**src/rtl/exposure_ctrl.sv**
```systemverilog
// Exposure/readout sequencer feeding Timer_counter: one exposure plus a two-row readout per Init.
// Every output is registered and decoded from the next state, the next step count and the next entry flag.
module exposure_ctrl #(
   parameter int EXP_W   = 5,
   parameter int EXP_MIN = 2,
   parameter int EXP_MAX = 30,
   parameter int EXP_RST = 15
) (
   input  logic             Clk,
   input  logic             Reset,
   input  logic             Init,
   input  logic             Exp_increase,
   input  logic             Exp_decrease,
   input  logic             Ovf5,
   output logic [EXP_W-1:0] Initial,
   output logic             Start,
   output logic             Erase,
   output logic             Expose,
   output logic             NRE_1,
   output logic             NRE_2,
   output logic             ADC
);

   typedef enum logic [1:0] {
      ST_IDLE,
      ST_EXPOSE,
      ST_READOUT
   } state_t;

   localparam logic [EXP_W-1:0] EXP_MIN_V = EXP_W'(EXP_MIN);
   localparam logic [EXP_W-1:0] EXP_MAX_V = EXP_W'(EXP_MAX);
   localparam logic [EXP_W-1:0] EXP_RST_V = EXP_W'(EXP_RST);
   localparam logic [EXP_W-1:0] EXP_ONE   = EXP_W'(1);

   state_t           state_q, state_d;
   logic [2:0]       s_q, s_d;
   logic             first_q, first_d;
   logic [EXP_W-1:0] exp_q, exp_d;
   logic             start_q, start_d;
   logic             erase_q, erase_d;
   logic             expose_q, expose_d;
   logic             nre1_q, nre1_d;
   logic             nre2_q, nre2_d;
   logic             adc_q, adc_d;

   always_comb begin
      state_d  = state_q;
      s_d      = s_q;
      first_d  = 1'b0;
      exp_d    = exp_q;
      start_d  = 1'b0;
      erase_d  = 1'b0;
      expose_d = 1'b0;
      nre1_d   = 1'b1;
      nre2_d   = 1'b1;
      adc_d    = 1'b0;

      case (state_q)
         ST_IDLE: begin
            s_d = 3'd0;
            if (Init) begin
               state_d = ST_EXPOSE;
               first_d = 1'b1;
            end else if (Exp_increase && !Exp_decrease && (exp_q < EXP_MAX_V)) begin
               exp_d = exp_q + EXP_ONE;
            end else if (Exp_decrease && !Exp_increase && (exp_q > EXP_MIN_V)) begin
               exp_d = exp_q - EXP_ONE;
            end
         end
         ST_EXPOSE: begin
            // The timer is still loading in the Start cycle, so an Ovf5 seen there is stale.
            if (Ovf5 && !first_q) begin
               state_d = ST_READOUT;
               s_d     = 3'd0;
            end
         end
         ST_READOUT: begin
            if (s_q == 3'd7) begin
               state_d = ST_IDLE;
               s_d     = 3'd0;
            end else begin
               s_d = s_q + 3'd1;
            end
         end
         default: begin
            state_d = ST_IDLE;
            s_d     = 3'd0;
         end
      endcase

      case (state_d)
         ST_IDLE: begin
            erase_d = 1'b1;
         end
         ST_EXPOSE: begin
            expose_d = 1'b1;
            start_d  = first_d;
         end
         ST_READOUT: begin
            // Row 1 at steps 0..2, gap at 3, row 2 at 4..6, gap at 7; ADC mid-row.
            nre1_d = !(s_d <= 3'd2);
            nre2_d = !((s_d >= 3'd4) && (s_d <= 3'd6));
            adc_d  = (s_d == 3'd1) || (s_d == 3'd5);
         end
         default: begin
            erase_d = 1'b1;
         end
      endcase
   end

   always_ff @(posedge Clk) begin
      if (!Reset) begin
         state_q  <= ST_IDLE;
         s_q      <= 3'd0;
         first_q  <= 1'b0;
         exp_q    <= EXP_RST_V;
         start_q  <= 1'b0;
         erase_q  <= 1'b1;
         expose_q <= 1'b0;
         nre1_q   <= 1'b1;
         nre2_q   <= 1'b1;
         adc_q    <= 1'b0;
      end else begin
         state_q  <= state_d;
         s_q      <= s_d;
         first_q  <= first_d;
         exp_q    <= exp_d;
         start_q  <= start_d;
         erase_q  <= erase_d;
         expose_q <= expose_d;
         nre1_q   <= nre1_d;
         nre2_q   <= nre2_d;
         adc_q    <= adc_d;
      end
   end

   assign Initial = exp_q;
   assign Start   = start_q;
   assign Erase   = erase_q;
   assign Expose  = expose_q;
   assign NRE_1   = nre1_q;
   assign NRE_2   = nre2_q;
   assign ADC     = adc_q;

endmodule

```
**config.mk**
```make
export PLATFORM = sky130hd
export DESIGN_NAME = exposure_ctrl
export DESIGN_NICKNAME = d
export VERILOG_FILES = /design/src/rtl/exposure_ctrl.sv
export SDC_FILE = /design/constraint.sdc
export NUM_CORES = 1
export LEC_CHECK = 0
export ABC_AREA = 0
export BUFFER_PORTS_ARGS = -buffer_cell sky130_fd_sc_hd__buf_4
export CAP_MARGIN = 20
export CORE_MARGIN = 5
export CORE_UTILIZATION = 48
export CTS_BUF_LIST = sky130_fd_sc_hd__clkbuf_8 sky130_fd_sc_hd__clkbuf_16
export DETAILED_ROUTE_END_ITERATION = 6
export PLACE_DENSITY = 0.73
export SYNTH_ARGS = -nofsm -noshare
export SYNTH_HDL_FRONTEND = slang
export SYNTH_SLANG_ARGS = --single-unit
```
**constraint.sdc**
```tcl
create_clock -name Clk -period 2.35 [get_ports Clk]
set_clock_uncertainty 0.15 [all_clocks]
set_input_delay 0.5875 -clock Clk [delete_from_list [all_inputs] [get_ports Clk]]
set_output_delay 0.5875 -clock Clk [all_outputs]
set_load 0.05 [all_outputs]
```
==> metrics.log, run 1 <==
INFO  metric run_status = finished, final reports clean
INFO  metric netlist-cell-type-count = 34
INFO  metric gp_routability_congestion = 0.820
INFO  metric initial_antenna_violation_count = 0
INFO  metric power_per_cell_area = 641 nW/um^2
INFO  metric fmax = 0.442 GHz
INFO  metric std_cell_core_area = 1900 um^2
INFO  metric die-width = 54.1 um
INFO  metric global_route.overflow_total = 0
INFO  metric yosysSeqAreaShare = 0.365
INFO  metric core.rowCount = 16
INFO  metric die_height = around 54 um
INFO  metric syn2layout_area_growth = 26.3%
INFO  metric worst_pin_slew = 0.375 ns
INFO  metric cts_setup_buffers = 0
INFO  metric report.final.slew_viol_count = 0
INFO  metric power.internal = a little over 500 uW
INFO  metric number_of_cells_upsized_or_downsized_after_cts = 0
INFO  metric layout.cells.most_common = sky130_fd_sc_hd__buf_4
INFO  metric utilization = 0.620
INFO  metric switching_share_of_power = 0.324
INFO  metric synth_seq_cells = 17
INFO  metric antenna_cells_inserted = 0
INFO  metric total_leakage_power = 0.512 nW
INFO  metric clock_latency = 0.25 ns
INFO  metric layout.filler_cells = ~170
INFO  metric layout_worst_path_cycle_share = 0.962
INFO  metric yosysTopAreaCell = sky130_fd_sc_hd__dfxtp_1
INFO  metric finalNonFillerCells = 148
INFO  metric start_to_end_type_of_the_worst_setup_path = primary input to flop
INFO  metric min-delay-path-class = flop to flop
INFO  metric drt-total-wl = 1960 um
INFO  metric port-buffer-count = 16
INFO  metric slowest_delay = between 0.3 and 0.4 ns
INFO  metric layout.nets = 140
INFO  metric critPathRequiredTime = 2.37 ns
INFO  metric vias = about 810
INFO  metric cts.path.max_buffers = 2
INFO  metric cts_tree = built
INFO  metric cts_h_tree_depth = 1
INFO  metric grt_first_pass_wirelength = 3370 um
INFO  metric tritoncts_buffers = 3
INFO  metric timing.final.crit_period = between 2 and 2.5 ns
INFO  metric unrepaired_setup_endpoints_after_global_routing = no
INFO  metric layout-drive-gt1-share = 0.289
INFO  metric syn_area = 933 um^2
INFO  metric layout.cells.most_common_list = sky130_fd_sc_hd__buf_4, sky130_fd_sc_hd__dfxtp_1, sky130_fd_sc_hd__ha_1
INFO  metric synthCells = 97
INFO  metric fp.dieArea = 2930 um^2
INFO  metric drt-wirelength-per-cell = 13.2 um
INFO  metric ir_worst_vdd = around 0.00038 V
INFO  metric drt_drc_violations_left = 0
INFO  metric critPathMaxFanout = 4
INFO  metric synth_fp_nets = 115
INFO  metric yosys.area.top_type_share = 0.365
INFO  metric dpl.hpwl = around 1500 um
INFO  metric final_antenna_net_count = 0
INFO  metric hold_viol = 0
INFO  metric dpl_cells = between 100 and 150
INFO  metric starting_density_of_the_core = 0.491
INFO  metric hold_buffers = 0
INFO  metric netSwitchingPower = 245 uW
INFO  metric drt_first_iter_violations = 16
INFO  metric grtUsageTotal = 0.166
INFO  metric clkPwrFrac = 0.282
INFO  metric critical_path.cell_chain = buf_4, and2b_2, nand2_2, ha_1, and3_1, a211o_1, a211oi_2, mux2i_1
INFO  metric share_seq_of_total_power = 0.434
INFO  metric postSynthAreaPerCell = 9.62 um^2
INFO  metric slew_headroom = 0.747
INFO  metric cts_root_buffer = sky130_fd_sc_hd__clkbuf_8
INFO  metric clkSlewWorstSetupHoldPaths = 0.06 ns
INFO  metric critPathArrivalTime = 2.28 ns
INFO  metric setup_viol = 0
INFO  metric floorplan.io_pins = 17
INFO  metric standard_cell_with_the_maximum_stage_delay_on_the_critical_path = sky130_fd_sc_hd__ha_1
INFO  metric synthTopCellsByArea = sky130_fd_sc_hd__dfxtp_1, sky130_fd_sc_hd__ha_1, sky130_fd_sc_hd__o21ai_0
INFO  metric combPwrFrac = 0.283
INFO  metric detail_route.vias_per_cell = 5.44
INFO  metric cp-start-kind = primary input
INFO  metric detail_route.first_pass.iterations = 4
INFO  metric critPathCaptureType = flop
INFO  metric p_total = 756 uW
INFO  metric first_global_vias = 805
INFO  metric grt_start_max_net_pins = 13
INFO  metric numClockSinks = 17
INFO  metric synth_warn = 0
INFO  metric drv.max_cap_violation_count = 0
[Yosys cell counts (all sizes together)]
master and instances:
a2111o 1, a211o 1, a211oi 2, a21o 4, a21oi 2, a22o 1
a22oi 1, a31oi 2, a32oi 2, and2 1, and2b 1, and3 4
clkbuf 1, dfxtp 17, fa 1, ha 11, inv 6, mux2i 1
nand2 6, nand2b 4, nand3 3, nand4 1, nor2 3, nor2b 3
nor3 3, nor3b 1, nor4 1, o211ai 3, o21ai 6, o311a 1
or3 1, xnor2 1, xor2 1
[metrics by stage]
| stage | setup WS [ns] | setup TNS, ns | hold WS [ns] | cell area (um^2) |
|---|---|---|---|---|
| 2_1_floorplan | 0.0302 | 0 | 0.375 | 945 |
| 3_3_place_gp | -0.0598 | -0.0598 | 0.334 | 1130 |
| 3_5_place_dp | -0.181 | -0.181 | 0.364 | 1130 |
| 4_1_cts | 0.0819 | 0 | 0.375 | 1180 |
| 5_1_grt | 0.00233 | 0 | 0.398 | 1180 |
| 6_report | 0.0895 | 0 | 0.369 | 1180 |
[final cells by class]
type                    instances  area, um^2  share of cell area
multi-input cells              73         573               0.486
flip-flops and latches         17         345               0.293
repair buffers                 21         158               0.134
clock buffers                   3        41.3              0.0350
well taps                      27        33.8              0.0287
inverters                       6        22.5              0.0191
clock inverters                 1        5.00             0.00425
[path summary, 6_finish.rpt]
path	end	slack, ns	cells past startpoint	start
worst max-delay path	Initial[4]	0.09	8	Exp_decrease
worst max register to register	Initial[4]	0.18	7	Initial[1]
worst min register to register	Initial[4]	0.37	2	Initial[4]
worst min-delay path	Initial[4]	0.37	2	Initial[4]
[kinds of logic after synthesis]
family                   Yosys count  synth area share
buffers and inverters              7            0.0281
AND/OR/NAND/NOR                   32             0.201
AO/OA/AOI/OAI                     26             0.208
XOR/XNOR                           2            0.0188
adder cells (fa/ha/maj)           12             0.169
flip-flops                        17             0.365
multiplexers                       1            0.0107
[worst max-delay path: cells and delay by family]
| kind | cells | cell delay [ns] |
|---|---|---|
| AND/OR/NAND/NOR | 3 | 0.52 |
| adder cells (fa/ha/maj) | 1 | 0.32 |
| AO/OA/AOI/OAI | 2 | 0.54 |
| multiplexers | 1 | 0.22 |
| buffers and inverters | 1 | 0.11 |
[power by group through the flow]
stage / Sequential [mW] / Combinational (mW) / Clock, mW
3_5_place_dp: 0.334 / 0.213 / 0
3_3_place_gp: 0.334 / 0.208 / 0
5_1_grt: 0.331 / 0.233 / 0.229
2_1_floorplan: 0.378 / 0.101 / 0
6_report: 0.328 / 0.214 / 0.214
4_1_cts: 0.328 / 0.215 / 0.221
[per-layer routing]
| layer | GRT usage | part of all wire | vias up |
|---|---|---|---|
| met5 | 0 | 0 | - |
| met4 | 0.120 | 0.038 | 0 |
| met3 | 0.0416 | 0.044 | 9 |
| met2 | 0.274 | 0.48 | 23 |
| met1 | 0.184 | 0.44 | 367 |
| li1 | - | - | 406 |
[flip-flops by register name, summed over array words and instances, names as in the netlist]
signal	cells
Erase	1
Initial	5
first_q	1
Start	1
s_q	3
ADC	1
state_q	2
NRE_1	1
Expose	1
NRE_2	1
Note: power is estimated with default switching activity, not from simulation.
==> run 2: changes to the inputs <==
--- a/config.mk
+++ b/config.mk
@@ -13,6 +13,7 @@
 export CTS_BUF_LIST = sky130_fd_sc_hd__clkbuf_8 sky130_fd_sc_hd__clkbuf_16
 export DETAILED_ROUTE_END_ITERATION = 6
 export PLACE_DENSITY = 0.73
+export SETUP_SLACK_MARGIN = 0.15
 export SYNTH_ARGS = -nofsm -noshare
 export SYNTH_HDL_FRONTEND = slang
 export SYNTH_SLANG_ARGS = --single-unit
==> run 2 against run 1 <==
  * Sequential power barely moved
  * Clock power fell by 5%
  * Non-clock buffer count fell by 1
  * Final cell count fell by 0.68%
  * Combinational power rose by 2%
  * Design area rose by 1.9%
  * Wire length fell by 3.6%
  * Setup slack improved by 0.14 ns
  * First-iteration DRC count rose by 19%
  * Global-route usage fell by 1.4 points
  * Fmax rose by 6.8%
==> metrics.log, run 2 (synthesized netlist as in run 1, its figures left out) <==
INFO  metric grt.met2_usage = 0.238 (was 0.274)
INFO  metric floorplan.io_pins = 17 (unchanged)
INFO  metric gr-usage-met3 = 0.0471 (was 0.0416)
INFO  metric cts_tree = built (unchanged)
INFO  metric clock_latency = 0.24 ns (was 0.25 ns)
INFO  metric largest_register_ff_count = 5 (unchanged)
INFO  metric critical_path_stages = 8 (unchanged)
INFO  metric die_height = 54.1 um (unchanged)
INFO  metric slowest_delay = 0.37 ns (was 0.32 ns)
INFO  metric grt_first_pass_wirelength = 3290 um (was 3370 um)
INFO  metric worstRegToRegCells = 9 (was 7)
INFO  metric drt_drc_violations_left = 0 (unchanged)
INFO  metric antenna_cells_inserted = 0 (unchanged)
INFO  metric drt-total-wl = 1890 um (was 1960 um)
INFO  metric cts.path.max_buffers = 2 (unchanged)
INFO  metric std_cell_core_area = 1900 um^2 (unchanged)
INFO  metric start_to_end_type_of_the_worst_setup_path = primary input to flop (unchanged)
INFO  metric final_antenna_net_count = 0 (unchanged)
INFO  metric initial_antenna_violation_count = 0 (unchanged)
INFO  metric met1_usage = 0.203 (was 0.184)
INFO  metric layout.nets = 139 (was 140)
INFO  metric critPathCaptureType = flop (unchanged)
INFO  metric critical_path.cell_chain = buf_6, and2b_2, nand2_4, fa_2, and3_4, a211o_1, a211oi_2, mux2i_1 (was buf_4, and2b_2, nand2_2, ha_1, and3_1, a211o_1, a211oi_2, mux2i_1)
INFO  metric clkSlewWorstSetupHoldPaths = 0.06 ns (about the same)
INFO  metric starting_density_of_the_core = 0.491 (unchanged)
INFO  metric vias = 803 (was 805)
INFO  metric worst-path-buf-inv = 1 (unchanged)
INFO  metric setup_viol = 0 (unchanged)
INFO  metric numClockSinks = 17 (unchanged)
INFO  metric startpoint = Exp_decrease (unchanged)
INFO  metric hold_path_depth = 2 (unchanged)
INFO  metric total_leakage_power = 0.512 nW (about the same)
INFO  metric global_route.overflow_total = 0 (unchanged)
INFO  metric drv.max_cap_violation_count = 0 (unchanged)
INFO  metric layout-drive-gt1-share = 0.300 (was 0.289)
INFO  metric fmax = 0.473 GHz (was 0.442 GHz)
INFO  metric hold_viol = 0 (unchanged)
INFO  metric slew_headroom = 0.767 (was 0.747)
INFO  metric grtUsageTotal = 0.153 (was 0.166)
INFO  metric dpl.hpwl = 1500 um (was 1540 um)
INFO  metric tritoncts_buffers = 3 (unchanged)
INFO  metric critPathRequiredTime = 2.37 ns (about the same)
INFO  metric power_per_cell_area = 626 nW/um^2 (was 641 nW/um^2)
INFO  metric drt_first_iter_violations = 19 (was 16)
INFO  metric grt_start_max_net_pins = 13 (unchanged)
INFO  metric detail_route.vias_per_cell = 5.46 (was 5.44)
INFO  metric core.rowCount = 16 (unchanged)
INFO  metric first_global_vias = 765 (was 805)
INFO  metric ir_worst_vdd = 0.000450 V (was 0.000379 V)
INFO  metric gr-max-usage-layer = met2 (unchanged)
INFO  metric fp.dieArea = 2930 um^2 (unchanged)
INFO  metric drt-wirelength-per-cell = 12.8 um (was 13.2 um)
INFO  metric gp_routability_congestion = 0.835 (was 0.820)
INFO  metric cts_setup_buffers = 0 (unchanged)
INFO  metric p_total = 751 uW (was 756 uW)
INFO  metric critPathMaxFanout = 4 (unchanged)
INFO  metric die-width = 54.1 um (unchanged)
INFO  metric port-buffer-count = 16 (unchanged)
INFO  metric standard_cell_with_the_maximum_stage_delay_on_the_critical_path = sky130_fd_sc_hd__fa_2 (was sky130_fd_sc_hd__ha_1)
INFO  metric unrepaired_setup_endpoints_after_global_routing = yes (was no)
INFO  metric regToRegEndpoint = Start (was Initial[4])
INFO  metric critPathArrivalTime = 2.14 ns (was 2.28 ns)
INFO  metric rrSetupSlack = 0.30 ns (was 0.18 ns)
INFO  metric layout.cells.most_common = sky130_fd_sc_hd__buf_4 (unchanged)
INFO  metric layout.cells.most_common_list = sky130_fd_sc_hd__buf_4, sky130_fd_sc_hd__dfxtp_1, sky130_fd_sc_hd__ha_1 (unchanged)
INFO  metric worst_pin_slew = 0.350 ns (was 0.375 ns)
INFO  metric cp-start-kind = primary input (unchanged)
INFO  metric layout_worst_path_cycle_share = 0.901 (was 0.962)
INFO  metric timing.final.crit_period = 2.12 ns (was 2.26 ns)
INFO  metric min-delay-path-class = flop to flop (unchanged)
INFO  metric report.final.slew_viol_count = 0 (unchanged)
INFO  metric detail_route.first_pass.iterations = 4 (unchanged)
INFO  metric finalNonFillerCells = 147 (was 148)
INFO  metric cp_top_family = simple AND/OR/NAND/NOR gates (was compound AO/OA/AOI/OAI gates)
INFO  metric run_status = finished, final reports clean (unchanged)
INFO  metric dpl_cells = 143 (was 144)
INFO  metric endpoint = Initial[4] (unchanged)
INFO  metric cts_h_tree_depth = 1 (unchanged)
INFO  metric cts_root_buffer = sky130_fd_sc_hd__clkbuf_8 (unchanged)
INFO  metric syn2layout_area_growth = 28.7% (was 26.3%)
INFO  metric worst_hold_slack = 0.351 ns (was 0.369 ns)
INFO  metric rr_startpoint = state_q[0] (was Initial[1])
run 2: what timing repair did:
action	in CTS	in global routing
hold buffers	0	0
setup endpoints to repair	0	3
gates resized for setup	0	2
hold endpoints to repair	0	0
run 2: cell type report:
cell class | count | area, um^2
clock buffers | 3 | 41.3
clock inverters | 1 | 3.75
fillers | 161 | 701
inverters | 6 | 22.5
multi-input cells | 73 | 601
flip-flops and latches | 17 | 345
well taps | 27 | 33.8
repair buffers | 20 | 154
run 2: worst min-delay path by stage:
stage / start / endpoint / slack [ns]
after floorplan: state_q[0] / state_q[0] / 0.37
after global placement: Initial[4] / Initial[4] / 0.34
after detailed placement: Initial[4] / Initial[4] / 0.35
after CTS: Initial[4] / Initial[4] / 0.36
after global routing: Initial[4] / Initial[4] / 0.38
final: Initial[4] / Initial[4] / 0.35
run 2: metal layers:
metal	routed length (um)	up-vias
met4	7	0
met5	0	-
met2	858	16
met1	906	380
met3	115	2
li1	-	405
run 2: where the power goes:
group / switching (mW) / internal, mW / leakage, nW
combinational: 0.129 / 0.0895 / 0.347
sequential: 0.0209 / 0.308 / 0.138
clock: 0.0886 / 0.115 / 0.0269
total: 0.239 / 0.513 / 0.512
run 2: metrics by stage:
stage | utilization | cell area, um^2 | setup TNS [ns] | worst slack, ns
3_5_place_dp | 0.603 | 1150 | -0.0394 | -0.0394
5_1_grt | 0.632 | 1200 | 0 | 0.153
4_1_cts | 0.627 | 1190 | 0 | 0.208
2_1_floorplan | - | 967 | 0 | 0.0759
3_3_place_gp | 0.603 | 1150 | -0.00729 | -0.00729
6_report | 0.632 | 1200 | 0 | 0.234
run 2: tightest hold or removal path, delay by kind of cell (launching register included):
kind	cells	cell delay (ns)
flip-flops	1	0.35
multiplexers	1	0.05
AND/OR/NAND/NOR	1	0.06
==> run 3: changes to the inputs <==
--- a/config.mk
+++ b/config.mk
@@ -6,14 +6,17 @@
 export NUM_CORES = 1
 export LEC_CHECK = 0
 export ABC_AREA = 0
+export ABC_CLOCK_PERIOD_IN_PS = 2350
 export BUFFER_PORTS_ARGS = -buffer_cell sky130_fd_sc_hd__buf_4
 export CAP_MARGIN = 20
 export CORE_MARGIN = 5
 export CORE_UTILIZATION = 48
 export CTS_BUF_LIST = sky130_fd_sc_hd__clkbuf_8 sky130_fd_sc_hd__clkbuf_16
 export DETAILED_ROUTE_END_ITERATION = 6
+export GPL_TIMING_DRIVEN = 0
 export PLACE_DENSITY = 0.73
 export SETUP_SLACK_MARGIN = 0.15
+export SKIP_CTS_REPAIR_TIMING = 1
 export SYNTH_ARGS = -nofsm -noshare
 export SYNTH_HDL_FRONTEND = slang
 export SYNTH_SLANG_ARGS = --single-unit
==> run 3 against run 2 <==
  * Combinational power is 3% lower
  * Largest power group unchanged
  * Design area is 1.4% lower
  * Worst hold slack better by 0.00087 ns
  * Register-to-register slack hardly changed
==> metrics.log, run 3 (synthesized netlist as in run 1, its figures left out) <==
INFO  metric timing.final.crit_period = 2.20 ns (was 2.12 ns)
INFO  metric fmax = 0.454 GHz (was 0.473 GHz)
INFO  metric unrepaired_setup_endpoints_after_global_routing = yes (unchanged)
INFO  metric clock_latency = 0.25 ns (was 0.24 ns)
INFO  metric floorplan.io_pins = 17 (unchanged)
INFO  metric critPathMaxFanout = 5 (was 4)
INFO  metric layout.nets = 137 (was 139)
INFO  metric drt_drc_violations_left = 0 (unchanged)
INFO  metric min-delay-path-class = flop to flop (unchanged)
INFO  metric layout.cells.most_common = sky130_fd_sc_hd__buf_4 (unchanged)
INFO  metric cp-start-kind = primary input (unchanged)
INFO  metric cts.path.max_buffers = 2 (unchanged)
INFO  metric rr_startpoint = Initial[3] (was state_q[0])
INFO  metric worstRegToRegCells = 7 (was 9)
INFO  metric core.rowCount = 16 (unchanged)
INFO  metric dpl.hpwl = 1500 um (about the same)
INFO  metric min_to = Initial[4] (unchanged)
INFO  metric worst-path-buf-inv = 1 (unchanged)
INFO  metric critPathRequiredTime = 2.38 ns (was 2.37 ns)
INFO  metric first_global_vias = 759 (was 765)
INFO  metric finalNonFillerCells = 145 (was 147)
INFO  metric hold_viol = 0 (unchanged)
INFO  metric cts_root_buffer = sky130_fd_sc_hd__clkbuf_8 (unchanged)
INFO  metric total_leakage_power = 0.500 nW (was 0.512 nW)
INFO  metric drt-total-wl = 1920 um (was 1890 um)
INFO  metric standard_cell_with_the_maximum_stage_delay_on_the_critical_path = sky130_fd_sc_hd__fa_2 (unchanged)
INFO  metric worst_hold_slack = 0.352 ns (was 0.351 ns)
INFO  metric global_route.overflow_total = 0 (unchanged)
INFO  metric power_per_cell_area = 634 nW/um^2 (was 626 nW/um^2)
INFO  metric starting_density_of_the_core = 0.491 (unchanged)
INFO  metric tritoncts_buffers = 3 (unchanged)
INFO  metric drt_first_iter_violations = 7 (was 19)
INFO  metric std_cell_core_area = 1900 um^2 (unchanged)
INFO  metric slowest_delay = 0.38 ns (was 0.37 ns)
INFO  metric start_to_end_type_of_the_worst_setup_path = primary input to flop (unchanged)
INFO  metric critPathArrivalTime = 2.23 ns (was 2.14 ns)
INFO  metric cts_tree = built (unchanged)
INFO  metric layout-drive-gt1-share = 0.288 (was 0.300)
INFO  metric fp.dieArea = 2930 um^2 (unchanged)
INFO  metric dpl_cells = 140 (was 143)
INFO  metric layout.cells.most_common_list = sky130_fd_sc_hd__buf_4, sky130_fd_sc_hd__dfxtp_1, sky130_fd_sc_hd__ha_1 (unchanged)
INFO  metric vias = 786 (was 803)
INFO  metric worst_pin_slew = 0.440 ns (was 0.350 ns)
INFO  metric hold_path_depth = 2 (unchanged)
INFO  metric drt-wirelength-per-cell = 13.2 um (was 12.8 um)
INFO  metric syn2layout_area_growth = 26.9% (was 28.7%)
INFO  metric rrSetupSlack = 0.30 ns (about the same)
INFO  metric grt_start_max_net_pins = 11 (was 13)
INFO  metric slew_headroom = 0.707 (was 0.767)
INFO  metric die_height = 54.1 um (unchanged)
INFO  metric post-route-worst-setup-slack = 0.148 ns (was 0.234 ns)
INFO  metric grtUsageTotal = 0.153 (about the same)
INFO  metric largest_register_ff_count = 5 (unchanged)
INFO  metric utilization = 0.623 (was 0.632)
INFO  metric detail_route.first_pass.iterations = 4 (unchanged)
INFO  metric final_antenna_net_count = 0 (unchanged)
INFO  metric layout_worst_path_cycle_share = 0.937 (was 0.901)
INFO  metric gp_routability_congestion = 0.800 (was 0.835)
INFO  metric hold_path_startpoint = Initial[4] (unchanged)
INFO  metric drv.max_cap_violation_count = 0 (unchanged)
INFO  metric port-buffer-count = 16 (unchanged)
INFO  metric die-width = 54.1 um (unchanged)
INFO  metric post-route-cell-area = 1180 um^2 (was 1200 um^2)
INFO  metric cp_top_family = simple AND/OR/NAND/NOR gates (unchanged)
INFO  metric antenna_cells_inserted = 0 (unchanged)
INFO  metric critPathCaptureType = flop (unchanged)
INFO  metric dpl-instance-area = 1120 um^2 (was 1150 um^2)
INFO  metric detail_route.vias_per_cell = 5.42 (was 5.46)
INFO  metric cts_h_tree_depth = 1 (unchanged)
INFO  metric ir_worst_vdd = 0.000427 V (was 0.000450 V)
INFO  metric numClockSinks = 17 (unchanged)
INFO  metric initial_antenna_violation_count = 0 (unchanged)
INFO  metric pre_cts_slack = -0.141 ns (was -0.0394 ns)
INFO  metric run_status = finished, final reports clean (unchanged)
INFO  metric critical_path.cell_chain = buf_6, and2b_2, nand2_4, fa_2, and3_4, a211o_1, a211oi_2, mux2i_1 (unchanged)
INFO  metric clkSlewWorstSetupHoldPaths = 0.06 ns (about the same)
INFO  metric setup_viol = 0 (unchanged)
INFO  metric grt_first_pass_wirelength = 3220 um (was 3290 um)
INFO  metric regToRegEndpoint = Initial[4] (was Start)
INFO  metric report.final.slew_viol_count = 0 (unchanged)
[run 3: power by group]
group	internal [mW]	switching (mW)	total, mW
clock network	0.116	0.0953	0.211
registers	0.308	0.0209	0.329
logic	0.0848	0.127	0.212
[run 3: worst max path at each step]
stage	start	end	slack, ns	cells after the start
floorplan	Exp_decrease	Initial[4]	0.08	7
global placement	Exp_decrease	Initial[4]	-0.12	8
detailed placement	Exp_decrease	Initial[4]	-0.14	8
CTS	Exp_decrease	Initial[4]	0.11	8
global route	Exp_decrease	Initial[4]	0.1	8
finish	Exp_decrease	Initial[4]	0.15	8
[run 3: metal layers]
| layer | global-route usage | vias up | wire length [um] |
|---|---|---|---|
| li1 | - | 399 | - |
| met1 | 0.198 | 365 | 929 |
| met2 | 0.244 | 20 | 878 |
| met3 | 0.0443 | 2 | 104 |
| met4 | 0.0498 | 0 | 8 |
| met5 | 0 | - | 0 |
[run 3: layout make-up]
type	count	area, um^2
flip-flops and latches	17	345
well taps	27	33.8
clock buffers	3	41.3
repair buffers	17	131
fillers	182	717
plain buffers	1	3.75
inverters	6	22.5
multi-input cells	73	603
clock inverters	1	3.75
[run 3: per-stage QoR]
stage               setup TNS [ns]  total power, mW
floorplan                        0            0.486
global placement            -0.120            0.537
global route                     0            0.789
detailed placement          -0.141            0.542
finish                           0            0.752
CTS                              0            0.753
[run 3: worst reg2reg max path: cells and delay by family, from the launching register on]
family	cells	cell delay [ns]
muxes	1	0.20
and+or+nand+nor	3	0.49
AOI/OAI and AO/OA	2	0.45
DFF	1	0.42
adders and majority gates	1	0.27
